## src/rtl/axis_frame_fifo.sv

```systemverilog
// -----------------------------------------------------------------------------
// axis_frame_fifo
//
// Single-clock AXI-Stream FIFO with an optional store-and-forward frame mode.
// Words are kept in a RAM of 2^ADDR_WIDTH entries holding {tlast, tuser, tdata}
// and are presented to the consumer through one output register.
//
// In cut-through mode (FRAME_MODE=0) a word is readable as soon as it is
// written. In frame mode (FRAME_MODE=1) words are written ahead of a committed
// pointer and become readable only once the frame's tlast word is accepted.
// Frame mode can also discard bad frames (tuser on the tlast word) and frames
// that cannot fit.
//
// Ports
//   clk, rst                 sole clock; synchronous active-high reset
//   input_axis_*             write side (tdata, tvalid, tready, tlast, tuser)
//   output_axis_*            read side, registered (tdata, tvalid, tready,
//                            tlast, tuser)
//   status_overflow          1-cycle pulse: frame dropped for lack of space
//   status_bad_frame         1-cycle pulse: frame dropped for tuser
//   status_good_frame        1-cycle pulse: frame committed (frame mode)
//   status_level             committed words in RAM (output register excluded)
// -----------------------------------------------------------------------------
module axis_frame_fifo #(
  parameter int DATA_WIDTH     = 8,
  parameter int ADDR_WIDTH     = 6,
  parameter bit FRAME_MODE     = 1'b0,
  parameter bit DROP_BAD_FRAME = 1'b0,
  parameter bit DROP_WHEN_FULL = 1'b0
) (
  input  logic                  clk,
  input  logic                  rst,

  input  logic [DATA_WIDTH-1:0] input_axis_tdata,
  input  logic                  input_axis_tvalid,
  output logic                  input_axis_tready,
  input  logic                  input_axis_tlast,
  input  logic                  input_axis_tuser,

  output logic [DATA_WIDTH-1:0] output_axis_tdata,
  output logic                  output_axis_tvalid,
  input  logic                  output_axis_tready,
  output logic                  output_axis_tlast,
  output logic                  output_axis_tuser,

  output logic                  status_overflow,
  output logic                  status_bad_frame,
  output logic                  status_good_frame,
  output logic [ADDR_WIDTH:0]   status_level
);

  localparam int DEPTH      = 2 ** ADDR_WIDTH;
  localparam int WORD_WIDTH = DATA_WIDTH + 2;

  localparam logic [ADDR_WIDTH:0] PTR_ZERO   = {(ADDR_WIDTH+1){1'b0}};
  localparam logic [ADDR_WIDTH:0] PTR_ONE    = {{ADDR_WIDTH{1'b0}}, 1'b1};
  // Pointer distance that means "the whole RAM"
  localparam logic [ADDR_WIDTH:0] PTR_SPAN   = {1'b1, {ADDR_WIDTH{1'b0}}};
  localparam logic [DATA_WIDTH-1:0] DATA_ZERO = {DATA_WIDTH{1'b0}};

  // Write-side frame state: passing words into RAM, or discarding a frame
  typedef enum logic [0:0] {
    WR_PASS = 1'b0,
    WR_DROP = 1'b1
  } wr_state_t;

  logic [WORD_WIDTH-1:0] mem [DEPTH];

  logic [ADDR_WIDTH:0] wr_ptr;       // committed write pointer (readable limit)
  logic [ADDR_WIDTH:0] wr_ptr_cur;   // speculative write pointer
  logic [ADDR_WIDTH:0] rd_ptr;

  wr_state_t           wr_state;
  wr_state_t           wr_state_next;

  logic                full_cur;
  logic                empty;
  logic                accept;
  logic                read_en;
  logic                drop_frame;
  logic                frame_fill;
  logic [ADDR_WIDTH:0] wr_ptr_cur_inc;
  logic [ADDR_WIDTH:0] frame_words;

  logic                mem_we;
  logic [ADDR_WIDTH:0] wr_ptr_next;
  logic [ADDR_WIDTH:0] wr_ptr_cur_next;
  logic                overflow_next;
  logic                bad_frame_next;
  logic                good_frame_next;

  assign drop_frame     = (wr_state == WR_DROP);
  assign wr_ptr_cur_inc = wr_ptr_cur + PTR_ONE;
  assign frame_words    = wr_ptr_cur_inc - wr_ptr;

  // RAM is full from the writer's view once the speculative pointer laps rd_ptr
  assign full_cur = (wr_ptr_cur[ADDR_WIDTH] != rd_ptr[ADDR_WIDTH]) &&
                    (wr_ptr_cur[ADDR_WIDTH-1:0] == rd_ptr[ADDR_WIDTH-1:0]);

  // The reader only ever sees committed words
  assign empty = (wr_ptr == rd_ptr);

  // A non-tlast word that brings the open frame to a full RAM proves the frame
  // can never fit, so the drop starts right away and the writer never stalls.
  assign frame_fill = (frame_words == PTR_SPAN);

  assign input_axis_tready = !rst &&
                             (!full_cur || drop_frame || (FRAME_MODE && DROP_WHEN_FULL));
  assign accept  = input_axis_tvalid && input_axis_tready;
  assign read_en = !empty && (!output_axis_tvalid || output_axis_tready);

  // Write-side state register
  always_ff @(posedge clk) begin
    if (rst) begin
      wr_state <= WR_PASS;
    end else begin
      wr_state <= wr_state_next;
    end
  end

  // Write-side next state: enter drop on overflow, leave on the frame's tlast
  always_comb begin
    wr_state_next = wr_state;
    if (FRAME_MODE && accept) begin
      case (wr_state)
        WR_PASS: begin
          if (full_cur) begin
            wr_state_next = input_axis_tlast ? WR_PASS : WR_DROP;
          end else if (!input_axis_tlast && frame_fill) begin
            wr_state_next = WR_DROP;
          end else begin
            wr_state_next = WR_PASS;
          end
        end
        WR_DROP: begin
          if (input_axis_tlast) begin
            wr_state_next = WR_PASS;
          end else begin
            wr_state_next = WR_DROP;
          end
        end
        default: wr_state_next = WR_PASS;
      endcase
    end else begin
      wr_state_next = wr_state;
    end
  end

  // Write-side outputs: RAM write enable, pointer updates and status pulses
  always_comb begin
    mem_we          = 1'b0;
    wr_ptr_next     = wr_ptr;
    wr_ptr_cur_next = wr_ptr_cur;
    overflow_next   = 1'b0;
    bad_frame_next  = 1'b0;
    good_frame_next = 1'b0;
    if (accept && !FRAME_MODE) begin
      mem_we          = 1'b1;
      wr_ptr_cur_next = wr_ptr_cur_inc;
      wr_ptr_next     = wr_ptr_cur_inc;
    end else if (accept) begin
      case (wr_state)
        WR_PASS: begin
          if (full_cur) begin
            // Only reachable with DROP_WHEN_FULL: discard this word and frame
            wr_ptr_cur_next = wr_ptr;
            overflow_next   = input_axis_tlast;
          end else begin
            mem_we = 1'b1;
            if (input_axis_tlast && DROP_BAD_FRAME && input_axis_tuser) begin
              wr_ptr_cur_next = wr_ptr;
              bad_frame_next  = 1'b1;
            end else if (input_axis_tlast) begin
              wr_ptr_cur_next = wr_ptr_cur_inc;
              wr_ptr_next     = wr_ptr_cur_inc;
              good_frame_next = 1'b1;
            end else if (frame_fill) begin
              wr_ptr_cur_next = wr_ptr;
            end else begin
              wr_ptr_cur_next = wr_ptr_cur_inc;
            end
          end
        end
        WR_DROP: begin
          // Overflow wins over a bad-frame marker on the same tlast
          wr_ptr_cur_next = wr_ptr;
          overflow_next   = input_axis_tlast;
        end
        default: begin
          wr_ptr_cur_next = wr_ptr;
        end
      endcase
    end else begin
      mem_we          = 1'b0;
      wr_ptr_next     = wr_ptr;
      wr_ptr_cur_next = wr_ptr_cur;
    end
  end

  // Write pointers and status pulse registers
  always_ff @(posedge clk) begin
    if (rst) begin
      wr_ptr            <= PTR_ZERO;
      wr_ptr_cur        <= PTR_ZERO;
      status_overflow   <= 1'b0;
      status_bad_frame  <= 1'b0;
      status_good_frame <= 1'b0;
    end else begin
      wr_ptr            <= wr_ptr_next;
      wr_ptr_cur        <= wr_ptr_cur_next;
      status_overflow   <= overflow_next;
      status_bad_frame  <= bad_frame_next;
      status_good_frame <= good_frame_next;
    end
  end

  // RAM write port; contents need no reset because the pointers gate reads
  always_ff @(posedge clk) begin
    if (mem_we) begin
      mem[wr_ptr_cur[ADDR_WIDTH-1:0]] <= {input_axis_tlast, input_axis_tuser, input_axis_tdata};
    end
  end

  // Output register: refills from RAM whenever it is empty or being consumed
  always_ff @(posedge clk) begin
    if (rst) begin
      rd_ptr             <= PTR_ZERO;
      output_axis_tvalid <= 1'b0;
      output_axis_tdata  <= DATA_ZERO;
      output_axis_tlast  <= 1'b0;
      output_axis_tuser  <= 1'b0;
    end else if (read_en) begin
      rd_ptr             <= rd_ptr + PTR_ONE;
      output_axis_tvalid <= 1'b1;
      {output_axis_tlast, output_axis_tuser, output_axis_tdata} <= mem[rd_ptr[ADDR_WIDTH-1:0]];
    end else if (output_axis_tready) begin
      output_axis_tvalid <= 1'b0;
    end else begin
      output_axis_tvalid <= output_axis_tvalid;
    end
  end

  // Committed fill level, registered from the current pointers
  always_ff @(posedge clk) begin
    if (rst) begin
      status_level <= PTR_ZERO;
    end else begin
      status_level <= wr_ptr - rd_ptr;
    end
  end

endmodule
```

## config.mk

```make
export PLATFORM = sky130hd
export DESIGN_NAME = axis_frame_fifo
export DESIGN_NICKNAME = d
export VERILOG_FILES = /design/src/rtl/axis_frame_fifo.sv
export SDC_FILE = /design/constraint.sdc
export NUM_CORES = 1
export LEC_CHECK = 0
export ABC_AREA = 0
export ABC_CLOCK_PERIOD_IN_PS = 3700
export CORE_AREA = 4 4 302 304
export CTS_CLUSTER_DIAMETER = 100
export CTS_CLUSTER_SIZE = 40
export DETAILED_ROUTE_END_ITERATION = 7
export DIE_AREA = 0 0 306 308
export PLACE_DENSITY_LB_ADDON = 0.08
export SLEW_MARGIN = 20
export SYNTH_ARGS = -nofsm -noshare
export SYNTH_HDL_FRONTEND = slang
export SYNTH_SLANG_ARGS = --single-unit
```

## constraint.sdc

```tcl
create_clock -name clk -period 3.7 [get_ports clk]
set_input_delay 0.74 -clock clk [delete_from_list [all_inputs] [get_ports clk]]
set_output_delay 0.74 -clock clk [all_outputs]
set_load 0.02 [all_outputs]
```

After elaboration in Yosys (flattened, before gate mapping)

Memory sizes are Yosys's and may differ from the RTL's. A register that Yosys moved wholly into a read port is not among the register bits.
Cells that the tools add are included.

Bits in registers: 22
RAM bits: 640
Bits of input ports: 14
Output and inout port bits: 22
Word-level logic and storage cells: 26
Memories: 1

Memory list:

| name | depth | bits a word | read ports | clocked after Yosys merged registers in | write ports | RTL line | text |
|---|---|---|---|---|---|---|---|
| mem  | 64    | 10          | 1          | 1                                       | 1           | 67       | `logic [WORD_WIDTH-1:0] mem [DEPTH];` |

$add $sub $neg: 3
Equality and inequality tests: 3
Multiplexer cells: 5
Reduce and logical (&&, ||, !) cells: 10

Operators with widths:

| kind                                                           | number |
|---|---|
| 7-bit by 1-bit adder with 7-bit output (second input constant) | 2 |
| 7-bit == test                                                  | 1 |
| 7-bit subtractor                                               | 1 |
| 6-bit == test                                                  | 1 |
| 1-bit 2-to-1 mux                                               | 5 |
| 1-bit logical AND                                              | 4 |
| 1-bit zero test                                                | 4 |
| 2-bit nonzero test                                             | 1 |
| 1-bit logical OR                                               | 1 |
| 1-bit != test                                                  | 1 |

Longest topological paths before layout

Depth after elaboration: 8
Gate-level depth with buffers: 13
Mapped depth without buffers: 10

Least setup slack after synthesis

Ideal clock, no wire load.

Path kind: reg2reg
From: register rd_ptr[2]
To: memory mem[62][0] in the netlist's numbering, enable pin
Setup time: 376 ps
Arrival time: 2542 ps
Data required time: 3324 ps
Setup slack: 782 ps
Cell stages (with the launch flop): 11
Path buffers: 3
Period minus slack after synthesis: 2918 ps
Cell sequence: dfxtp_1 > buf_2 > buf_2 > inv_1 > buf_2 > ha_1 > nand4_1 > o311ai_2 > nor2_1 > nand2_1 > nor2_1

Cells in the longest elaborated chain, start to end: 8

Ends and longest elaborated chain:

| element                                | RTL line | text |
|---|---|---|
| from (decl)                            | 71       | `logic [ADDR_WIDTH:0] rd_ptr;` |
| from (signal assigned)                 | 233      | `rd_ptr <= rd_ptr + PTR_ONE;` |
| 6-bit == test                          | 98       | `(wr_ptr_cur[ADDR_WIDTH-1:0] == rd_ptr[ADDR_WIDTH-1:0]);` |
| 1-bit logical AND                      | 97       | `assign full_cur = (wr_ptr_cur[ADDR_WIDTH] != rd_ptr[ADDR_WIDTH]) &&` |
| 1-bit zero test                        | 108      | `(!full_cur \|\| drop_frame \|\| (FRAME_MODE && DROP_WHEN_FULL));` |
| 1-bit logical AND                      | 107      | `assign input_axis_tready = !rst &&` |
| 1-bit logical AND                      | 109      | `assign accept = input_axis_tvalid && input_axis_tready;` |
| 1-bit 2-to-1 mux                       | 157      | `if (accept && !FRAME_MODE) begin` |
| 1-bit 2-to-1 mux                       | 219      | `if (mem_we) begin` |
| 1-bit 2-to-1 mux (not written as such) | 220      | `mem[wr_ptr_cur[ADDR_WIDTH-1:0]] <= {input_axis_tlast, input_axis_tuser, input_axis_tdata};` |
| to (decl)                              | 67       |  |

No other way between the ends.

Worst setup path in the final report

From: register wr_ptr_cur[0]
To: output port input_axis_tready

Cells in the longest elaborated chain, start to end: 4

Ends and longest elaborated chain:

| element                | RTL line | text |
|---|---|---|
| from (decl)            | 70       | `logic [ADDR_WIDTH:0] wr_ptr_cur;` |
| from (signal assigned) | 210      | `wr_ptr_cur <= wr_ptr_cur_next;` |
| 6-bit == test          | 98       |  |
| 1-bit logical AND      | 97       |  |
| 1-bit zero test        | 108      |  |
| 1-bit logical AND      | 107      |  |
| to (decl)              | 36       | `output logic input_axis_tready,` |

No other way between the ends.

==> flow_summary.ini <==
[synthesis]
synth-edff-count = 640
ys_seq_area_frac = 0.752
postSynthAreaPerCell_um2 = 18.9
ys_ff_latch = 672
syn_inst = 1394
synth_cell_types = 63
synth_area_mm2 = 0.0264
dominantRegCellSynth = edfxtp_1
async_reset_ff_frac = 0
synth_warnings = 0

[finish]
final_cell_mix = edfxtp_1 (640), mux2i_1 (125), buf_4 (124)
fill_cells = 8373
syn_to_final_growth_pct = 13.4
final_common_cell = edfxtp_1
drive_above_1_share = 0.209
layout.nets = 1538

[flow_run]
drv_cap = 0

[global_route]
grt_antenna_before_repair = 0
overflow = 0
grt_usage = 0.161
grt_max_degree = 65
grt_pass1_wl_um = 109000
grt_pass1_vias = 13539

[setup_path]
arrival_ns = 2.77
cp_slowest_stage_delay_ns = 0.55
critPathMaxFanout = 6
criticalPathCategory = flip-flop to output pin
endpoint_kind = output pin
cp_cell_sequence = inv_1, ha_1, nand4_1, nor3_2, nor2_1, buf_4, clkdlybuf4s50_1
critPathSlowestCell = clkdlybuf4s50_1
startpoint_type = flip-flop
required_ns = 2.96

[floorplan]
fp.dieH_um = 308
die_x_um = 306
io-pin-count = 36
initial_utilization = 0.299
coreArea_mm2 = 0.0882
dieArea_mm2 = 0.0942
row_count = 109

[placement]
place_congestion = 0.776
hpwl_um = 48700
pre_cts_ws_ns = 0.250
portBuffers = 32

[sta]
post-route-min-period_ns = 3.51
hold_viol_final = 0
fin_crit_sh = 0.949
layout_setup_ws_ns = 0.189
fmax_mhz = 285
relSlewSlack = 0.310
skew_ns = 0.0296
worstMarginPinSlew_ns = 1.04
slew_viol_final = 0
setup_tns_ns = 0
grt_setup_unrepaired = no
finalSetupViolations = 0

[detailed_routing]
drc_errors = 0
firstDrtPassIters = 5
ant_nets = 0
drt_iter0_markers = 1200
wl_per_cell_um = 28.6
wl_um = 77300
vias = 13373
viasPerCell = 4.94

[pwr]
cellPowerDensity_mw_per_mm2 = 559
vdd_drop_max_uv = 330
p_leak_nw = 9.14

[clocking]
numCtsBuffers = 30
cts_root_buf = clkbuf_16
numClockSinks = 672
hold_buffers = 0
cts_tree = built
cts_buffer_depth = 3
clk_latency_ns = 0.65
clkTransAtPathRegs_ns = 0.12
h-tree-depth = 1

[hold_path]
hold_path_class = primary input to flip-flop

[run_status]
status = finished clean
## path summary, 6_finish.rpt
path	cells after the start	end	from	slack [ns]
max	7	input_axis_tready	wr_ptr_cur[0]	0.19
min	1	mem[15][1]	input_axis_tdata[1]	0.36
max reg2reg	7	mem[37][0]	wr_ptr_cur[5]	0.56
min reg2reg	2	output_axis_tdata[2]	output_axis_tdata[2]	0.54
## power by group
group | switching, mW | total [mW] | internal, mW
Sequential | 0.135 | 8.55 | 8.42
Combinational | 2.08 | 3.59 | 1.51
Clock | 2.80 | 4.59 | 1.79
Total | 5.01 | 16.7 | 11.7
## final cells by class
cell class                 count  area, um^2  area share
antenna                        1        2.50   0.0000836
clock buffer                  34         797      0.0266
clock inverter                22         389      0.0130
inverter                      14        52.6     0.00175
multi-input combinational    632        5970       0.199
sequential                   672       19900       0.664
tap                         1165        1460      0.0487
timing repair buffer         165        1410      0.0470
## per-layer routing
layer | global-route usage | wire length (um) | vias up
li1 | - | - | 5842
met1 | 0.242 | 37100 | 7180
met2 | 0.259 | 35900 | 292
met3 | 0.0172 | 3130 | 59
met4 | 0.0256 | 1120 | 0
met5 | 0 | 0 | -
## critical path: cells and delay by family (launching register included)
family        cells  cell delay (ns)
buf+inv           3             0.82
simple gates      3             0.56
flops             1             0.43
fa+ha+maj         1             0.33
## repair_timing
item                                    in CTS  in global routing
endpoints found under the setup margin       1                  1
gates resized for setup                      0                  2
pin swaps                                    0                  0
endpoints found under the hold margin        0                  0
buffers inserted                             1                  1
## kinds of logic after synthesis
group,share of synthesized area
DFF,0.752
muxes,0.138
xor gates and xnor gates,0.00398
AOI/OAI and AO/OA,0.0434
and+or+nand+nor,0.0357
other,0.000142
buffers and inverters,0.0225
adders and majority gates,0.00455
## cells in the mapped netlist, types with 5 or more instances
cell / n / share of area
a211oi_1: 11 / 0.0031
ha_1: 8 / 0.0038
nor2b_1: 7 / 0.0017
nand2_1: 54 / 0.0077
mux4_2: 106 / 0.090
buf_1: 5 / 0.00071
o21ai_0: 30 / 0.0057
nor2_1: 91 / 0.013
nor3_1: 8 / 0.0015
buf_6: 12 / 0.0051
mux2i_1: 125 / 0.047
a22oi_1: 30 / 0.0085
edfxtp_1: 640 / 0.73
a221oi_1: 16 / 0.0053
dfxtp_1: 32 / 0.024
buf_4: 16 / 0.0045
nand4_1: 6 / 0.0014
nand3b_1: 5 / 0.0014
o211ai_1: 5 / 0.0014
a31oi_1: 8 / 0.0019
xnor2_1: 9 / 0.0030
a21oi_1: 30 / 0.0057
buf_2: 22 / 0.0042
nand3_1: 17 / 0.0032
o22ai_1: 10 / 0.0024
inv_1: 13 / 0.0018
clkbuf_1: 18 / 0.0026
## state kept, by name (all words and copies together) (netlist names)
name,flops
rd_ptr,7
output_axis_tvalid,1
output_axis_tuser,1
mem,640
wr_ptr_cur,7
output_axis_tdata,8
output_axis_tlast,1
status_level,7
## per-stage QoR
step	hold slack, ns	util	std cells	total power, mW	cell area (um^2)
global placement	0.522	0.326	2646	12.4	28700
CTS	0.335	0.339	2703	16.9	29900
detailed placement	0.520	0.326	2646	12.4	28700
finish	0.362	0.339	2705	16.7	29900
floorplan	0.480	-	1396	11.0	26400
global route	0.336	0.339	2704	17.5	29900
No activity file was read; power rests on OpenSTA's default activity.
